==> config.mk <==
export PLATFORM = sky130hd
export DESIGN_NAME = seven_seg_scan_ctrl
export DESIGN_NICKNAME = d
export VERILOG_FILES = /design/src/rtl/seven_seg_scan_ctrl.sv
export SDC_FILE = /design/constraint.sdc
export NUM_CORES = 1
export LEC_CHECK = 0
export ABC_CLOCK_PERIOD_IN_PS = 2740
export CAP_MARGIN = 20
export CORE_ASPECT_RATIO = 0.75
export CORE_UTILIZATION = 40
export CTS_BUF_LIST = sky130_fd_sc_hd__clkbuf_2
export DETAILED_ROUTE_END_ITERATION = 8
export GPL_ROUTABILITY_DRIVEN = 0
export PLACE_DENSITY = 0.83
export SYNTH_ARGS = -nofsm -noshare
export SYNTH_HDL_FRONTEND = slang
export SYNTH_SLANG_ARGS = --single-unit
==> constraint.sdc <==
create_clock -name clk -period 2.74 [get_ports clk]
set_input_delay 0.548 -clock clk [delete_from_list [all_inputs] [get_ports clk]]
set_output_delay 0.548 -clock clk [all_outputs]
set_load 0.005 [all_outputs]
==> src/rtl/seven_seg_scan_ctrl.sv <==
// Multiplexed seven-segment display controller.
// Selects one of NCH hex channels, snapshots it once per scan frame so the
// displayed value never tears, then scans DIGITS anodes with a programmable
// prescaler. Adds per-digit decimal point, leading-zero blanking and blink.
// Channel 0 is a CPU-loaded register; channels 1..NCH-1 come from test_data.
module seven_seg_scan_ctrl #(
    parameter int DIGITS     = 4,
    parameter int NCH        = 8,
    parameter int SCAN_DIV   = 18,
    parameter int BLINK_DIV  = 25,
    parameter int ACTIVE_LOW = 1
) (
    input  logic                    clk,
    input  logic                    rst,
    input  logic                    cpu_we,
    input  logic [4*DIGITS-1:0]     cpu_data,
    input  logic [NCH*4*DIGITS-1:0] test_data,
    input  logic [$clog2(NCH)-1:0]  sel,
    input  logic [DIGITS-1:0]       dp_in,
    input  logic                    lzb_en,
    input  logic                    blink_en,
    output logic                    frame_tick,
    output logic [DIGITS-1:0]       an,
    output logic [7:0]              segment
);

    localparam int W  = 4 * DIGITS;
    localparam int DW = $clog2(DIGITS);

    localparam logic [DW-1:0] LAST_DIGIT = DW'(DIGITS - 1);
    // Polarity mask: XOR with this turns an active-high pattern into the pin level.
    localparam logic          POL        = (ACTIVE_LOW != 0);

    // Active-high gfedcba pattern for one hex nibble.
    function automatic logic [6:0] hex7(input logic [3:0] v);
        logic [6:0] s;
        case (v)
            4'h0: s = 7'h3F;
            4'h1: s = 7'h06;
            4'h2: s = 7'h5B;
            4'h3: s = 7'h4F;
            4'h4: s = 7'h66;
            4'h5: s = 7'h6D;
            4'h6: s = 7'h7D;
            4'h7: s = 7'h07;
            4'h8: s = 7'h7F;
            4'h9: s = 7'h6F;
            4'hA: s = 7'h77;
            4'hB: s = 7'h7C;
            4'hC: s = 7'h39;
            4'hD: s = 7'h5E;
            4'hE: s = 7'h79;
            default: s = 7'h71;
        endcase
        return s;
    endfunction

    // State registers
    logic [W-1:0]         cpu_reg_q,    cpu_reg_d;
    logic [W-1:0]         shadow_q,     shadow_d;
    logic [SCAN_DIV-1:0]  scan_cnt_q,   scan_cnt_d;
    logic [BLINK_DIV-1:0] blink_cnt_q,  blink_cnt_d;
    logic [DW-1:0]        digit_idx_q,  digit_idx_d;
    logic                 frame_tick_q, frame_tick_d;
    logic [DIGITS-1:0]    an_q,         an_d;
    logic [7:0]           seg_q,        seg_d;

    // Combinational helpers
    logic                 tick;
    logic                 snap;
    logic [W-1:0]         chan [NCH];
    logic [W-1:0]         chan_sel;
    logic [3:0]           nib [DIGITS];
    logic [DIGITS-1:0]    nib_nz;
    logic [DW-1:0]        hi_nib;
    logic                 blank;
    logic [DIGITS-1:0]    an_act;
    logic [7:0]           seg_act;

    // The channel-0 slice of test_data is replaced by the CPU register.
    logic                 unused_ch0;
    assign unused_ch0 = ^test_data[W-1:0];

    // Channel 0 is the CPU register, the rest are taken straight from test_data.
    assign chan[0] = cpu_reg_q;
    generate
        for (genvar gi = 1; gi < NCH; gi++) begin : g_chan
            assign chan[gi] = test_data[gi*W +: W];
        end
    endgenerate

    // Split the frozen shadow value into digit nibbles (digit 0 = LS nibble).
    generate
        for (genvar gi = 0; gi < DIGITS; gi++) begin : g_nib
            assign nib[gi]    = shadow_q[gi*4 +: 4];
            assign nib_nz[gi] = |nib[gi];
        end
    endgenerate

    // Channel mux; any select value without a matching channel falls back to channel 0.
    always_comb begin
        chan_sel = chan[0];
        for (int c = 1; c < NCH; c++) begin
            if (int'(sel) == c) begin
                chan_sel = chan[c];
            end
        end
    end

    // Position of the most significant non-zero nibble (0 when the value is zero,
    // which keeps digit 0 visible as a single "0").
    always_comb begin
        hi_nib = '0;
        for (int i = 1; i < DIGITS; i++) begin
            if (nib_nz[i]) begin
                hi_nib = DW'(i);
            end
        end
    end

    // Next-state logic: prescaler, digit stepping, frame snapshot, CPU load, output decode.
    always_comb begin
        tick         = &scan_cnt_q;
        snap         = tick && (digit_idx_q == LAST_DIGIT);

        scan_cnt_d   = scan_cnt_q + SCAN_DIV'(1);
        blink_cnt_d  = blink_cnt_q + BLINK_DIV'(1);

        digit_idx_d  = digit_idx_q;
        if (tick) begin
            digit_idx_d = (digit_idx_q == LAST_DIGIT) ? '0 : digit_idx_q + DW'(1);
        end

        // The snapshot reads the pre-edge CPU register, so a coincident write
        // only shows up on the following frame.
        shadow_d     = snap ? chan_sel : shadow_q;
        frame_tick_d = snap;
        cpu_reg_d    = cpu_we ? cpu_data : cpu_reg_q;

        an_act              = '0;
        an_act[digit_idx_q] = 1'b1;
        if (blink_en && blink_cnt_q[BLINK_DIV-1]) begin
            an_act = '0;
        end

        blank   = lzb_en && (digit_idx_q > hi_nib);
        seg_act = {dp_in[digit_idx_q], blank ? 7'h00 : hex7(nib[digit_idx_q])};

        an_d    = an_act ^ {DIGITS{POL}};
        seg_d   = seg_act ^ {8{POL}};
    end

    // Counters and digit index.
    always_ff @(posedge clk or posedge rst) begin
        if (rst) begin
            scan_cnt_q  <= '0;
            blink_cnt_q <= '0;
            digit_idx_q <= '0;
        end else begin
            scan_cnt_q  <= scan_cnt_d;
            blink_cnt_q <= blink_cnt_d;
            digit_idx_q <= digit_idx_d;
        end
    end

    // CPU register, frame shadow and frame pulse.
    always_ff @(posedge clk or posedge rst) begin
        if (rst) begin
            cpu_reg_q    <= '0;
            shadow_q     <= '0;
            frame_tick_q <= 1'b0;
        end else begin
            cpu_reg_q    <= cpu_reg_d;
            shadow_q     <= shadow_d;
            frame_tick_q <= frame_tick_d;
        end
    end

    // Registered pin drivers; reset leaves every anode and segment inactive.
    always_ff @(posedge clk or posedge rst) begin
        if (rst) begin
            an_q  <= {DIGITS{POL}};
            seg_q <= {8{POL}};
        end else begin
            an_q  <= an_d;
            seg_q <= seg_d;
        end
    end

    assign frame_tick = frame_tick_q;
    assign an         = an_q;
    assign segment    = seg_q;

endmodule

Word-level counts from Yosys, hierarchy flattened
Memories as Yosys holds them, arrays and structs flattened.
Index checks and enable logic that the tools add are counted.
W data, S select, Z words.
{"block": "op_classes", "mux": 20, "addsub": 3, "eq_ne": 8, "order_cmp": 4, "bitwise_logic": 3, "reduce_logical": 8}
{"operator": "$mux W16", "n": 7}
{"operator": "$add A25 B1 Y25 const B", "n": 1}
{"operator": "$add A18 B1 Y18 const B", "n": 1}
{"operator": "$reduce_and A18 Y1", "n": 1}
{"operator": "$eq A3 B3 Y1 const B", "n": 4}
{"operator": "$mux W4", "n": 3}
{"operator": "$reduce_or A4 Y1", "n": 3}
{"operator": "$bmux W4 S2", "n": 1}
{"operator": "$not A8 Y8", "n": 1}
{"operator": "$mux W7", "n": 1}
{"operator": "$eq A3 B2 Y1 const B", "n": 2}
{"operator": "$mux W2", "n": 3}
{"operator": "$logic_and A1 B1 Y1", "n": 4}
{"operator": "$not A4 Y4", "n": 1}
{"operator": "$eq A3 B1 Y1 const B", "n": 1}
{"operator": "$ge A3 B3 Y1 const B", "n": 1}
{"operator": "$lt A2 B3 Y1 const B", "n": 1}
{"operator": "$mux W1", "n": 3}
{"operator": "$not A2 Y3", "n": 1}
{"operator": "$add A2 B1 Y2 const B", "n": 1}
{"operator": "$bmux W1 S2", "n": 1}
{"operator": "$demux W1 S2", "n": 1}
{"operator": "$eq A2 B2 Y1 const B", "n": 1}
{"operator": "$ge A2 B1 Y1 const B", "n": 1}
{"operator": "$gt A2 B2 Y1", "n": 1}
{"block": "totals", "memories": 1, "register_bits": 90, "out_inout_bits": 13, "inputBits": 156, "romBits": 112}
{"name": "(name not given)", "depth": 16, "width": 7, "rd": 1, "rd_clocked_by_memory_dff": 0, "write_ports": 0, "line": "37", "source": "case (v)"}

Depth between registers and ports, before layout
{"block": "depth", "word_depth": 8, "depth_mapped": 8, "mapped_depth_nobuf": 7}

Worst setup path after synthesis
OpenSTA, ideal clock, no wires.
{"block": "synth_timing", "path_type": "input -> register", "start": "input sel[0]", "end": "register shadow_q[10]", "setup_slack_ps": 527, "t_required_ps": 2615, "setup_time_ps": 125, "t_arrival_ps": 2088, "stages": 5, "cell_sequence": "clkbuf_1 buf_2 mux4_2 mux2_2 mux2_2"}
{"block": "synth_via", "elab_chain_len": 8, "word_cells_on_any_way": 14, "classes_between": "eq/ne: 7; mux: 7"}
{"item": "start, declared", "line": "18", "source": "input logic [$clog2(NCH)-1:0] sel,"}
{"item": "$eq A3 B2 Y1", "line": "104", "source": "if (int'(sel) == c) begin"}
{"item": "$mux W16 (6 in series)", "line": "104"}
{"item": "$mux W16 *", "line": "104"}
{"item": "end signal, assigned", "line": "174", "source": "shadow_q <= shadow_d;"}
{"item": "end, declared", "line": "60", "source": "logic [W-1:0] shadow_q, shadow_d;"}
Mark *: on every way between the ends. The rest lies on a longest branch, timed or not.
A chain may end at the register's enable or synchronous reset.

Final worst setup path
{"block": "layout_timing", "start": "register shadow_q[13]", "end": "register seg_q[4], in the netlist segment[4]"}
{"block": "layout_via", "elab_chain_len": 6, "word_cells_on_any_way": 10, "classes_between": "order compare: 1; mux: 5; bitwise: 1; reduce/logical: 2; memory: 1"}
{"item": "$bmux W4 S2 / $reduce_or A4 Y1 (equally long branches)", "line": "147, 96"}
{"item": "$mux W4 (not written as such) / $mux W2 (equally long branches)", "line": "147, 115"}
{"item": "$mux W4 (not written as such) / $gt A2 B2 Y1 (equally long branches)", "line": "147, 146"}
{"item": "$mem_v2 Z16 W7 / $logic_and A1 B1 Y1 (equally long branches)"}
{"item": "$mux W7 *", "line": "147", "source": "seg_act = {dp_in[digit_idx_q], blank ? 7'h00 : hex7(nib[digit_idx_q])};"}
{"item": "$not A8 Y8 (no line) *"}
{"item": "net seg_d[4]", "line": "66", "source": "logic [7:0] seg_q, seg_d;"}
{"item": "end signal, assigned", "line": "183", "source": "seg_q <= {8{POL}};"}
{"item": "end signal, assigned", "line": "186", "source": "seg_q <= seg_d;"}
{"item": "end, declared", "line": "66"}
Mark *: on every way through the listed nets, which the timed path passes. The rest lies on a longest branch. The select of a mux whose other input is x is not followed.

==> out/qor.csv <==
metric,value,unit
initial antenna violation count,0,
RR Endpoint,segment[4]$_DFF_PP1_,
clock transition at the registers of the reported paths,230,ps
Worst VDD drop,0.225,mV
Pleak,2.77,nW
Die W,130,um
Netlist cell types,34,
P_sw,672,uW
CP peak stage delay,560,ps
NumNets Final,690,
layout cells sized above 1,0.248,
Reg area,2270,um2
Longest Clk Path Bufs,2,
antenna-violating nets left,0,
largest net degree at the start of global routing,91,
DR iter-0 viols,170,
Post-DP HPWL,8590,um
CP required,3190,ps
Die Ht,98.0,um
DR WL/cell,15.8,um
clk_skew,28.2,ps
Multi-input gate area,2520,um2
Syn-to-layout area delta,37.7,%
Total Wirelength,10900,um
slowest CP cell,or4_1,
internal power,2.05,mW
Port-buffer cells,152,
cells on worst reg2reg path,6,
# Post-CTS Setup Buffers,0,
H-tree depth,3,
fin crit share,0.867,
post-synthesis sequential area ratio,0.461,
Synth top area share,0.397,
ANT cells,0,
cts bufs inserted,9,
Initial Util,0.417,
worst min-delay path class,input port to asynchronous set/reset pin,
setup_tns,0,ps
CTS resizes,0,
syn avg cell area,13.5,um2
final hold vios,0,
synthesized flop and latch total,90,
drt drc,0,
Die ar.,12700,um2
DR vias,3532,
crit start category,flop,
Setup-failing EPs final,0,
flop-to-flop setup slack,360,ps
Slew @ Worst Pin,627,ps
first-pass GRT wire length,17600,um
final worst setup slack,364,ps
Post-Syn Instances,365,
Final min period,2380,ps
combinational share of power,0.221,
placed cell area,6660,um2
via count of the first global-routing pass,3646,
Crit Path Category,flop to flop,
Finished Cell Area,6770,um2
number of enable flip-flop cells after synthesis,0,
WP data arrival,2820,ps
gr ovfl total,0,
FF-to-FF Start,shadow_q[13]$_DFFE_PP0P_,
top_reg_cell synth,dfrtp_1,
Place WS,396,ps
"critical path, cell by cell",or4_1 -> nor2_1 -> ha_1 -> nor2b_1 -> o211ai_1 -> o311ai_0,
hold buffers post-CTS,0,
switching share of power,0.247,
power per cell area,402,nW/um2
max_slew headroom,0.579,
Seq pwr share,0.537,
GRT Total Usage,0.179,
CP Max Fanout,7,
Synthesis Warnings,0,
Via density,5.14,
# IOs,169,
max cap viols,0,
clock latency at the later pin of the worst-skew pair,540,ps
Hold Slack,434,ps
Core ar.,11800,um2
netlist area before placement,4920,um2
DR pass1 iterations,4,
cell taking the most area after synthesis,dfrtp_1,
Max Slew Vio Count,0,
clock root buffer,clkbuf_2,
ranking of synthesized cells by area,"dfrtp_1 40%, mux4_2 17%, mux2_2 11%",
Rows,34,
Fmax,0.421,GHz
clk sinks,90,
status,"complete, no violations",
filler cell count,925,
TritonCTS clock tree,done,
Clk pwr share,0.242,
Post-Syn Nets,535,
RSZ-0062 raised after global routing,no,
crit path capture type,flop,
share of synthesized flip-flops with an asynchronous set or reset,1.00,
==> logic make-up after synthesis <==
| logic type | Yosys count | synth area share |
|---|---|---|
| compound gates | 11 | 0.0168 |
| fa+ha+maj | 14 | 0.0356 |
| mux | 88 | 0.289 |
| flops | 90 | 0.461 |
| buf+inv | 32 | 0.0272 |
| xor+xnor | 39 | 0.0695 |
| simple gates | 91 | 0.101 |
==> worst max-delay path: cells and delay by family, from the launching register on <==
kind / cells / cell delay (ps)
AOI/OAI and AO/OA: 2 / 750
adders and majority gates: 1 / 250
and+or+nand+nor: 3 / 820
DFF: 1 / 470
==> worst max path at each step <==
stage                        startpoint                  endpoint  slack, ps  cells past startpoint
3_5_place_dp   shadow_q[13]$_DFFE_PP0P_      segment[4]$_DFF_PP1_        400                      6
6_report       shadow_q[13]$_DFFE_PP0P_      segment[4]$_DFF_PP1_        360                      6
4_1_cts        shadow_q[13]$_DFFE_PP0P_      segment[4]$_DFF_PP1_        350                      6
5_1_grt        shadow_q[13]$_DFFE_PP0P_      segment[4]$_DFF_PP1_        190                      6
3_3_place_gp   shadow_q[13]$_DFFE_PP0P_      segment[4]$_DFF_PP1_        460                      6
2_1_floorplan                    sel[0]  shadow_q[10]$_DFFE_PP0P_        530                      5
==> registers in the layout, indices dropped and copies added, names as in the netlist <==
signal	flops
blink_cnt_q	25
scan_cnt_q	18
cpu_reg_q	16
shadow_q	16
segment	8
an	4
digit_idx_q	2
frame_tick	1
==> cells in the mapped netlist, types with 9 or more instances <==
library cell / number
ha_1: 14
nand2_1: 24
dfstp_2: 12
dfrtp_1: 78
xor2_1: 13
nand3_1: 12
nor2_1: 9
inv_1: 17
nand4_1: 13
mux2_2: 50
xnor2_1: 26
mux4_2: 38
==> power by group through the flow <==
stage,Combinational (mW),Sequential [mW],Clock (mW)
2_1_floorplan,0.295,1.47,0
5_1_grt,0.653,1.47,0.740
3_5_place_dp,0.608,1.48,0
6_report,0.601,1.46,0.659
3_3_place_gp,0.591,1.48,0
4_1_cts,0.609,1.46,0.688
==> per-stage QoR <==
| step | power (mW) | std cells | utilization |
|---|---|---|---|
| after floorplan | 1.77 | 365 | - |
| after global placement | 2.07 | 671 | 0.565 |
| after detailed placement | 2.09 | 671 | 0.565 |
| after CTS | 2.76 | 687 | 0.575 |
| after global routing | 2.87 | 687 | 0.575 |
| final | 2.72 | 687 | 0.575 |
==> per-layer routing <==
layer  routed length (um)  GRT usage
met5                    0          0
met4                  163     0.0483
met3                  522     0.0455
met2                 5460      0.295
met1                 4720      0.234
==> area by class of cell <==
type / count / area share
well taps: 162 / 0.0299
clock buffers: 12 / 0.00887
flip-flops and latches: 90 / 0.335
repair buffers: 159 / 0.237
multi-input cells: 243 / 0.372
inverters: 17 / 0.00998
clock inverters: 4 / 0.00776
==> layout by cell type, fill, tap and decap left out, types with 5 or more instances in the layout <==
| master | count |
|---|---|
| and3_1 | 5 |
| clkbuf_2 | 12 |
| clkdlybuf4s50_1 | 151 |
| dfrtp_1 | 78 |
| dfstp_2 | 12 |
| ha_1 | 14 |
| inv_1 | 16 |
| mux2_2 | 50 |
| mux4_2 | 38 |
| nand2_1 | 24 |
| nand3_1 | 12 |
| nand4_1 | 13 |
| nor2_1 | 9 |
| nor2b_1 | 6 |
| nor4_1 | 5 |
| xnor2_1 | 26 |
| xor2_1 | 13 |
Note: power is estimated with default switching activity, not from simulation.
